### src/rtl/arb_pkg.sv
// Shared types and defaults for the two-channel arbiter requester.
package arb_pkg;
    localparam int NUM_CH      = 2;
    localparam int DEF_TIMEOUT = 16;
    localparam int DEF_LEN_W   = 4;

    typedef enum logic [1:0] {
        IDLE    = 2'd0,
        REQ     = 2'd1,
        XFER    = 2'd2,
        RELEASE = 2'd3
    } state_e;
endpackage

### src/rtl/arb_req_chan.sv
// One requester channel: job accepted in IDLE, request 1 cycle later, beats follow grant 1 cycle after it is sampled.
// Backpressure: grant low stalls XFER indefinitely; grant low in REQ for TIMEOUT cycles abandons the job.
module arb_req_chan import arb_pkg::*; #(
    parameter int TIMEOUT = DEF_TIMEOUT,
    parameter int LEN_W   = DEF_LEN_W
) (
    input  logic             clk,
    input  logic             rst,
    input  logic             i_job_valid,
    input  logic [LEN_W-1:0] i_job_len,
    output logic             o_job_ready,
    input  logic             i_grant,
    output logic             o_request,
    output logic             o_beat_valid,
    output logic             o_done,
    output logic             o_timeout
);
    localparam int CNT_W = $clog2(TIMEOUT);

    state_e           r_state;
    state_e           w_state_nxt;
    logic [CNT_W-1:0] r_wait_cnt;
    logic [LEN_W-1:0] r_remaining;
    logic             r_timeout;
    logic             w_wait_last;
    logic             w_last_beat;

    assign w_wait_last = (r_wait_cnt == CNT_W'(TIMEOUT - 1));
    assign w_last_beat = (r_remaining == LEN_W'(1));

    always_ff @(posedge clk or posedge rst) begin
        if (rst) begin
            r_state <= IDLE;
        end else begin
            r_state <= w_state_nxt;
        end
    end

    always_comb begin
        w_state_nxt = r_state;
        unique case (r_state)
            IDLE:    if (i_job_valid) w_state_nxt = REQ;
            REQ: begin
                if (i_grant)          w_state_nxt = XFER;
                else if (w_wait_last) w_state_nxt = IDLE;
            end
            XFER:    if (i_grant && w_last_beat) w_state_nxt = RELEASE;
            RELEASE: w_state_nxt = IDLE;
            default: w_state_nxt = IDLE;
        endcase
    end

    // wait_cnt never passes TIMEOUT-1 because REQ is left on that cycle either way.
    always_ff @(posedge clk or posedge rst) begin
        if (rst) begin
            r_wait_cnt  <= '0;
            r_remaining <= '0;
            r_timeout   <= 1'b0;
        end else begin
            r_timeout <= (r_state == REQ) && !i_grant && w_wait_last;
            if (r_state == IDLE && i_job_valid) begin
                r_wait_cnt  <= '0;
                r_remaining <= (i_job_len == '0) ? LEN_W'(1) : i_job_len;
            end else if (r_state == REQ && !i_grant && !w_wait_last) begin
                r_wait_cnt <= r_wait_cnt + CNT_W'(1);
            end else if (r_state == XFER && i_grant && !w_last_beat) begin
                r_remaining <= r_remaining - LEN_W'(1);
            end
        end
    end

    always_comb begin
        o_job_ready  = (r_state == IDLE);
        o_request    = (r_state == REQ) || (r_state == XFER);
        o_beat_valid = (r_state == XFER) && i_grant;
        o_done       = (r_state == RELEASE);
        o_timeout    = r_timeout;
    end
endmodule

### src/rtl/arb_requester.sv
// Two independent requester channels sliced out of shared vectors; no logic beyond wiring.
// Latency and backpressure are those of arb_req_chan, per channel.
module arb_requester import arb_pkg::*; #(
    parameter int TIMEOUT = DEF_TIMEOUT,
    parameter int LEN_W   = DEF_LEN_W
) (
    input  logic                    clk,
    input  logic                    rst,
    input  logic [NUM_CH-1:0]       job_valid,
    input  logic [NUM_CH*LEN_W-1:0] job_len,
    output logic [NUM_CH-1:0]       job_ready,
    input  logic [NUM_CH-1:0]       grant,
    output logic [NUM_CH-1:0]       request,
    output logic [NUM_CH-1:0]       beat_valid,
    output logic [NUM_CH-1:0]       done,
    output logic [NUM_CH-1:0]       timeout
);
    for (genvar gi = 0; gi < NUM_CH; gi++) begin : g_chan
        arb_req_chan #(
            .TIMEOUT (TIMEOUT),
            .LEN_W   (LEN_W)
        ) u_chan (
            .clk          (clk),
            .rst          (rst),
            .i_job_valid  (job_valid[gi]),
            .i_job_len    (job_len[gi*LEN_W +: LEN_W]),
            .o_job_ready  (job_ready[gi]),
            .i_grant      (grant[gi]),
            .o_request    (request[gi]),
            .o_beat_valid (beat_valid[gi]),
            .o_done       (done[gi]),
            .o_timeout    (timeout[gi])
        );
    end
endmodule

### config.mk
export PLATFORM = sky130hd
export DESIGN_NAME = arb_requester
export DESIGN_NICKNAME = d
export VERILOG_FILES = /design/src/rtl/arb_pkg.sv /design/src/rtl/arb_req_chan.sv /design/src/rtl/arb_requester.sv
export SDC_FILE = /design/constraint.sdc
export NUM_CORES = 1
export LEC_CHECK = 0
export ABC_AREA = 1
export CAP_MARGIN = 25
export CORE_ASPECT_RATIO = 1.1
export CORE_MARGIN = 5
export CORE_UTILIZATION = 50
export CTS_CLUSTER_SIZE = 28
export DETAILED_ROUTE_END_ITERATION = 10
export PLACE_DENSITY = 0.85
export REMOVE_ABC_BUFFERS = 1
export SYNTH_ARGS = -nofsm -noshare
export SYNTH_HDL_FRONTEND = slang
export SYNTH_HIERARCHICAL = 1
export SYNTH_SLANG_ARGS = --single-unit
export TNS_END_PERCENT = 100
### constraint.sdc
create_clock -name clk -period 1.6 [get_ports clk]
set_input_delay 0.16 -clock clk [delete_from_list [all_inputs] [get_ports clk]]
set_output_delay 0.16 -clock clk [all_outputs]
set_load 0.005 [all_outputs]
# Word level (Yosys, flattened, before mapping)
# Index checks and enable logic that the tools add are counted.
[op_classes] n_addsub=4 eq_ne=18 muxes=22 reduce_logical=34
[op_table] op="$mux W4" count=12
[op_table] op="$mux W2" count=8
[op_table] op="$pmux W2 S4" count=2
[op_table] op="$logic_and A1 B1 Y1" count=14
[op_table] op="$add A4 B1 Y4 const B" count=2
[op_table] op="$eq A2 B2 Y1 const B" count=4
[op_table] op="$eq A4 B1 Y1 const B" count=2
[op_table] op="$eq A4 B4 Y1 const B" count=2
[op_table] op="$logic_not A4 Y1" count=2
[op_table] op="$ne A2 B1 Y1 const B" count=4
[op_table] op="$reduce_bool A2 Y1" count=4
[op_table] op="$sub A4 B1 Y4 const B" count=2
[op_table] op="$logic_not A1 Y1" count=6
[op_table] op="$ne A3 B2 Y1 const B" count=2
[op_table] op="$reduce_and A3 Y1" count=2
[op_table] op="$eq A2 B1 Y1 const B" count=2
[op_table] op="$logic_not A2 Y1" count=2
[op_table] op="$ne A2 B2 Y1 const B" count=2
[op_table] op="$reduce_and A2 Y1" count=2
[op_table] op="$logic_or A1 B1 Y1" count=2
[word_totals] reg_bits=22

# Logic depth before layout (Yosys ltp)
[logic_depth] word_depth=6 mapped_depth=9 mapped_depth_nobuf=9

# Cells and area by module
# The synthesis kept the hierarchy.
[by_module_without_submodules] module="arb_req_chan at g_chan[0].u_chan" n_inst=1 cells_per_inst=96 area_each_um2=742.0 seq_area_each_um2=275.3
[by_module_without_submodules] module="arb_req_chan at g_chan[1].u_chan" n_inst=1 cells_per_inst=95 area_each_um2=733.2 seq_area_each_um2=275.3

# Worst setup path before layout
# Ideal clock, no wire load.
[synth_path] path_kind="register to register" startpoint="reg g_chan[0].u_chan.r_state[0]" endpoint="reg g_chan[0].u_chan.r_remaining[1]" setup_time_ns=0.123 arrival_ns=1.167 slack_ns=0.310 stages_incl_launch_ff=9 path_buffers=0 period_less_slack_ns=1.290 cell_sequence="dfrtp_1 -> inv_1 -> ha_1 -> nand2_2 -> inv_4 -> nand2_1 -> o21ai_0 -> nand2_1 -> o21ai_1"
[synth_via] word_cells_on_any_way=12 classes_between="eq/ne (3); mux (1); reduce/logical (8)"
[synth_lines] element="start: declaration" line_no="arb_req_chan.sv:20" text="state_e r_state;"
[synth_lines] element="start signal: assignment" line_no="arb_req_chan.sv:35" text="r_state <= w_state_nxt;"
[synth_lines] element="$logic_not A2 Y1 *"
[synth_lines] element="via job_ready[0]" line_no="arb_requester.sv:11" text="output logic [NUM_CH-1:0] job_ready,"
[synth_lines] element="$logic_and A1 B1 Y1 *" line_no="arb_req_chan.sv:61" text="if (r_state == IDLE && i_job_valid) begin"
[synth_lines] element="$ne A2 B1 Y1 (no source line) / $reduce_bool A2 Y1 (equally long branches)"
[synth_lines] element="$reduce_and A2 Y1 (no source line)"
[synth_lines] element="end signal: assignment" line_no="arb_req_chan.sv:63" text="r_remaining <= (i_job_len == '0) ? LEN_W'(1) : i_job_len;"
[synth_lines] element="end signal: assignment" line_no="arb_req_chan.sv:67" text="r_remaining <= r_remaining - LEN_W'(1);"
[synth_lines] element="end: declaration" line_no="arb_req_chan.sv:23" text="logic [LEN_W-1:0] r_remaining;"
# The timed path passes the listed nets; every way through them passes the cells marked *.
# A chain may end at the register's enable or synchronous reset.

# Worst setup path after layout
[layout_path] startpoint="reg g_chan[0].u_chan.r_state[0]" endpoint="out request[0]"
[layout_via] elab_chain_len=2 word_cells_on_any_way=3 classes_between="eq/ne (2); reduce/logical (1)"
[layout_rtl] element="$eq A2 B1 Y1 / $eq A2 B2 Y1 (equally long branches)" line_no="arb_req_chan.sv:74" text="o_request = (r_state == REQ) || (r_state == XFER);"
[layout_rtl] element="$logic_or A1 B1 Y1 *" line_no="arb_req_chan.sv:74"
[layout_rtl] element="end: declaration" line_no="arb_requester.sv:13" text="output logic [NUM_CH-1:0] request,"
# Every way passes the cells marked *; elsewhere a longest branch is shown, timed or not.

==> results_tabular.tex <==
\begin{tabular}{lr}
\hline
Metric & Value \\
\hline
\multicolumn{2}{l}{\textbf{Synthesis}} \\
\quad Cell variety after synth & 22 \\
\quad Synth Instances & 191 \\
\quad Yosys warning count & 6 \\
\quad Sequential cell area fraction in the yosys report & 37.32\% \\
\quad Synth Cell Area & 1475 um2 \\
\quad Mean instance size in the synthesized netlist & 7.723 um2 \\
\quad Number of flip-flops and latches in the synthesized netlist & 22 \\
\multicolumn{2}{l}{\textbf{Worst setup path}} \\
\quad Startpoint Class & flip-flop \\
\quad Crit path capture type & output pin \\
\quad Cell breakdown of the critical path & buf\_4 > inv\_4 > ha\_4 > dlygate4sd2\_1 \\
\quad CP bufs+invs & 3 \\
\quad Data required time of the critical path & 1.44 ns \\
\quad Largest driver fanout on the critical path & 2 \\
\quad Critical path arrival & 1.36 ns \\
\quad Crit path max-delay family & buffers and inverters \\
\quad Path type of the worst setup path & flip-flop to output pin \\
\quad CP max stage cell & dfrtp\_1 \\
\quad Highest cell delay on the worst timing path & 0.40 ns \\
\multicolumn{2}{l}{\textbf{Floorplanning}} \\
\quad Horizontal die dimension & 61.79 um \\
\quad Initial Utilization & 52.63\% \\
\quad Placement Rows & 20 \\
\quad Boundary Pins & 24 \\
\quad CORE AREA & 2803 um2 \\
\quad Total Die Area & 4138 um2 \\
\quad Chip Height & 66.97 um \\
\multicolumn{2}{l}{\textbf{Clocking}} \\
\quad Hold-fix buffers at CTS & 0 \\
\quad Clock buffers created by TritonCTS & 3 \\
\quad H-tree lvl count & 1 \\
\quad Post-CTS clock slew at the launch and capture registers of the worst setup and hold paths & 0.13 ns \\
\quad TritonCTS clock tree & done \\
\quad Worst skew pair latency & 0.32 ns \\
\quad \# clock sinks & 22 \\
\quad Buffers from clock root to sink, at most & 2 \\
\quad Clock root buffer & clkbuf\_4 \\
\multicolumn{2}{l}{\textbf{Timing}} \\
\quad Number of endpoints with negative hold slack in the final report & 0 \\
\quad Final setup viols & 0 \\
\quad Pin slew with the least headroom to its limit & 0.4537 ns \\
\quad Final clock period utilization by the worst path & 95.21\% \\
\quad Max-slew violations & 0 \\
\quad Final setup skew & 0.01703 ns \\
\quad Setup WS post-layout & 0.07670 ns \\
\quad Remaining max-slew budget at the tightest pin & 69.72\% \\
\quad Achievable Freq & 656.5 MHz \\
\quad Final Critical Period & 1.523 ns \\
\quad Hold Worst Slack & 0.1382 ns \\
\quad Total Neg Setup Slack & 0 ns \\
\multicolumn{2}{l}{\textbf{Final layout}} \\
\quad Final core area utilization & 68.66\% \\
\quad Final layout net count & 257 \\
\quad Final instance area & 1924 um2 \\
\quad Fin cells & 261 \\
\quad Filler Cell Count & 229 \\
\quad Fraction of final layout cells with drive strength greater than 1 & 22.37\% \\
\quad Number of diodes & 0 \\
\quad Synth-to-layout area growth & 30.45\% \\
\multicolumn{2}{l}{\textbf{Power}} \\
\quad Fraction of power consumed by the clock network & 13.8\% \\
\quad Comb power frac & 57.0\% \\
\quad Worst IR Drop VDD & 1.285 mV \\
\quad LEAKAGE & 0.9817 nW \\
\quad Total power consumption of the routed design & 3.104 mW \\
\quad Portion of total power attributed to sequential cells & 29.3\% \\
\quad Switching part of the total & 42.51\% \\
\quad Internal power contribution & 1.785 mW \\
\quad Power per unit of standard cell area & 1613 nW/um2 \\
\quad Net switching power & 1.320 mW \\
\multicolumn{2}{l}{\textbf{Placement}} \\
\quad Number of port buffers & 23 \\
\quad Cell count after placement & 251 \\
\quad Placed cell area & 1777 um2 \\
\quad Placer Congestion & 0.8541 \\
\quad Worst Setup Slack post-DPL & 0.1635 ns \\
\quad Hpwl dp & 2222 um \\
\multicolumn{2}{l}{\textbf{Outcome}} \\
\quad Result of the run & complete, no violations \\
\multicolumn{2}{l}{\textbf{Worst hold path}} \\
\quad Worst min-delay path class & input pin to async pin \\
\multicolumn{2}{l}{\textbf{Routing}} \\
\quad Number of antenna-violating nets in the routed design & 0 \\
\quad Number of DRC markers in iteration 0 & 38 \\
\quad Post-route DRC violation count & 0 \\
\quad Total vias in the final route & 1361 \\
\quad Mean routed wirelength per cell & 11.62 um \\
\quad Number of iterations in the first detailed-routing pass & 4 \\
\quad Via count normalized by instance count & 5.215 \\
\quad Wire length after detailed routing & 3034 um \\
\multicolumn{2}{l}{\textbf{GRT}} \\
\quad Wire length of the first global-routing pass & 5043 um \\
\quad GRT Overall Usage & 15.84\% \\
\quad Via count of the first global-routing pass & 1258 \\
\quad GR Overflow Total & 0 \\
\quad Number of antenna violations at the first check in global routing & 0 \\
\quad Maximum number of pins on one net before global-route repair & 14 \\
\multicolumn{2}{l}{\textbf{Job}} \\
\quad Max-cap violation count & 0 \\
\hline
\end{tabular}
## cells in the mapped netlist, drive strengths merged
library cell / instances / area, um2
a21oi: 7 / 42.54
o211ai: 2 / 15.01
nor2: 17 / 88.83
nand4: 6 / 37.54
dfrtp: 22 / 550.5
nand3: 26 / 140.1
inv: 30 / 117.6
or2: 2 / 12.51
xor2: 2 / 17.52
ha: 14 / 175.2
nand2: 51 / 214.0
o21ai: 9 / 48.79
nor3: 3 / 15.01
## flip-flops by register name, indices dropped and copies added (netlist names), named ones only
name	flops
g_chan.u_chan/r_state	2
g_chan.u_chan/o_timeout	2
g_chan.u_chan/r_remaining	8
g_chan.u_chan/r_wait_cnt	8
## final cells by class
| cell class | count | area, um2 | share of cell area, % |
|---|---|---|---|
| Clock inverter | 1 | 30.03 | 1.560 |
| Sequential cell | 22 | 551.8 | 28.67 |
| Timing Repair Buffer | 33 | 301.5 | 15.67 |
| Tap cell | 33 | 41.29 | 2.146 |
| Clock buffer | 3 | 22.52 | 1.170 |
| Inverter | 30 | 120.1 | 6.242 |
| Multi-Input combinational cell | 139 | 857.1 | 44.54 |
## path summary, 6_finish.rpt
check | to | cells past startpoint | startpoint | slack, ns
worst min register to register | g_chan[1].u_chan/r_wait_cnt[1] | 2 | g_chan[1].u_chan/r_wait_cnt[1] | 0.54
worst min-delay path | g_chan[1].u_chan/r_remaining[2] | 2 | rst | 0.14
max in group asynchronous | g_chan[0].u_chan/o_timeout | 2 | rst | 1.12
worst max-delay path | request[0] | 4 | g_chan[0].u_chan/r_state[0] | 0.08
min in group clk | g_chan[0].u_chan/r_remaining[3] | 3 | job_len[3] | 0.43
worst max register to register | g_chan[0].u_chan/r_state[0] | 8 | g_chan[0].u_chan/r_state[0] | 0.17
## placed cells by master (no fill, tap or decap), types with 5 or more instances in the layout
cell | synthesis | final
nor2_1 | 11 | 11
dlygate4sd2_1 | 0 | 5
buf_4 | 0 | 10
nand3_1 | 24 | 24
nand4_1 | 6 | 6
inv_1 | 24 | 20
ha_1 | 14 | 10
inv_2 | 4 | 7
o21ai_1 | 7 | 7
a21oi_1 | 5 | 5
nand2_1 | 42 | 42
dfrtp_1 | 22 | 21
nand2_2 | 9 | 9
clkdlybuf4s50_1 | 0 | 15
## power by group through the flow
stage / clock network, mW / registers, mW / logic [mW]
2_1_floorplan: 0 / 0.906 / 1.13
3_3_place_gp: 0 / 0.915 / 1.57
3_5_place_dp: 0 / 0.927 / 1.61
4_1_cts: 0.446 / 0.916 / 1.68
5_1_grt: 0.475 / 0.938 / 2.03
6_report: 0.427 / 0.908 / 1.77
## cell families after synthesis
group,after synthesis,synth area share [%]
and+or+nand+nor,105,34.44
buffers and inverters,30,7.973
DFF,22,37.32
AOI/OAI and AO/OA,18,7.209
adders and majority gates,14,11.87
xor gates and xnor gates,2,1.188
## routing by layer
layer  vias to the layer above  GRT usage [%]  wire, um  part of all wire (%)
met5                         -              0         0                     0
met4                         0          5.305        31                   1.0
met3                         4          1.938       139                   4.6
met2                        31          27.75      1551                    51
li1                        689              -         -                     -
met1                       637          19.47      1312                    43
## timing repair
action                     CTS  global route
hold endpoints to repair     0             0
pin swaps                    1             0
gates resized for setup     19             5
gates cloned                 0             0
setup endpoints to repair    8             2
buffers inserted             4             2
No activity file was read; power rests on OpenSTA's default activity.
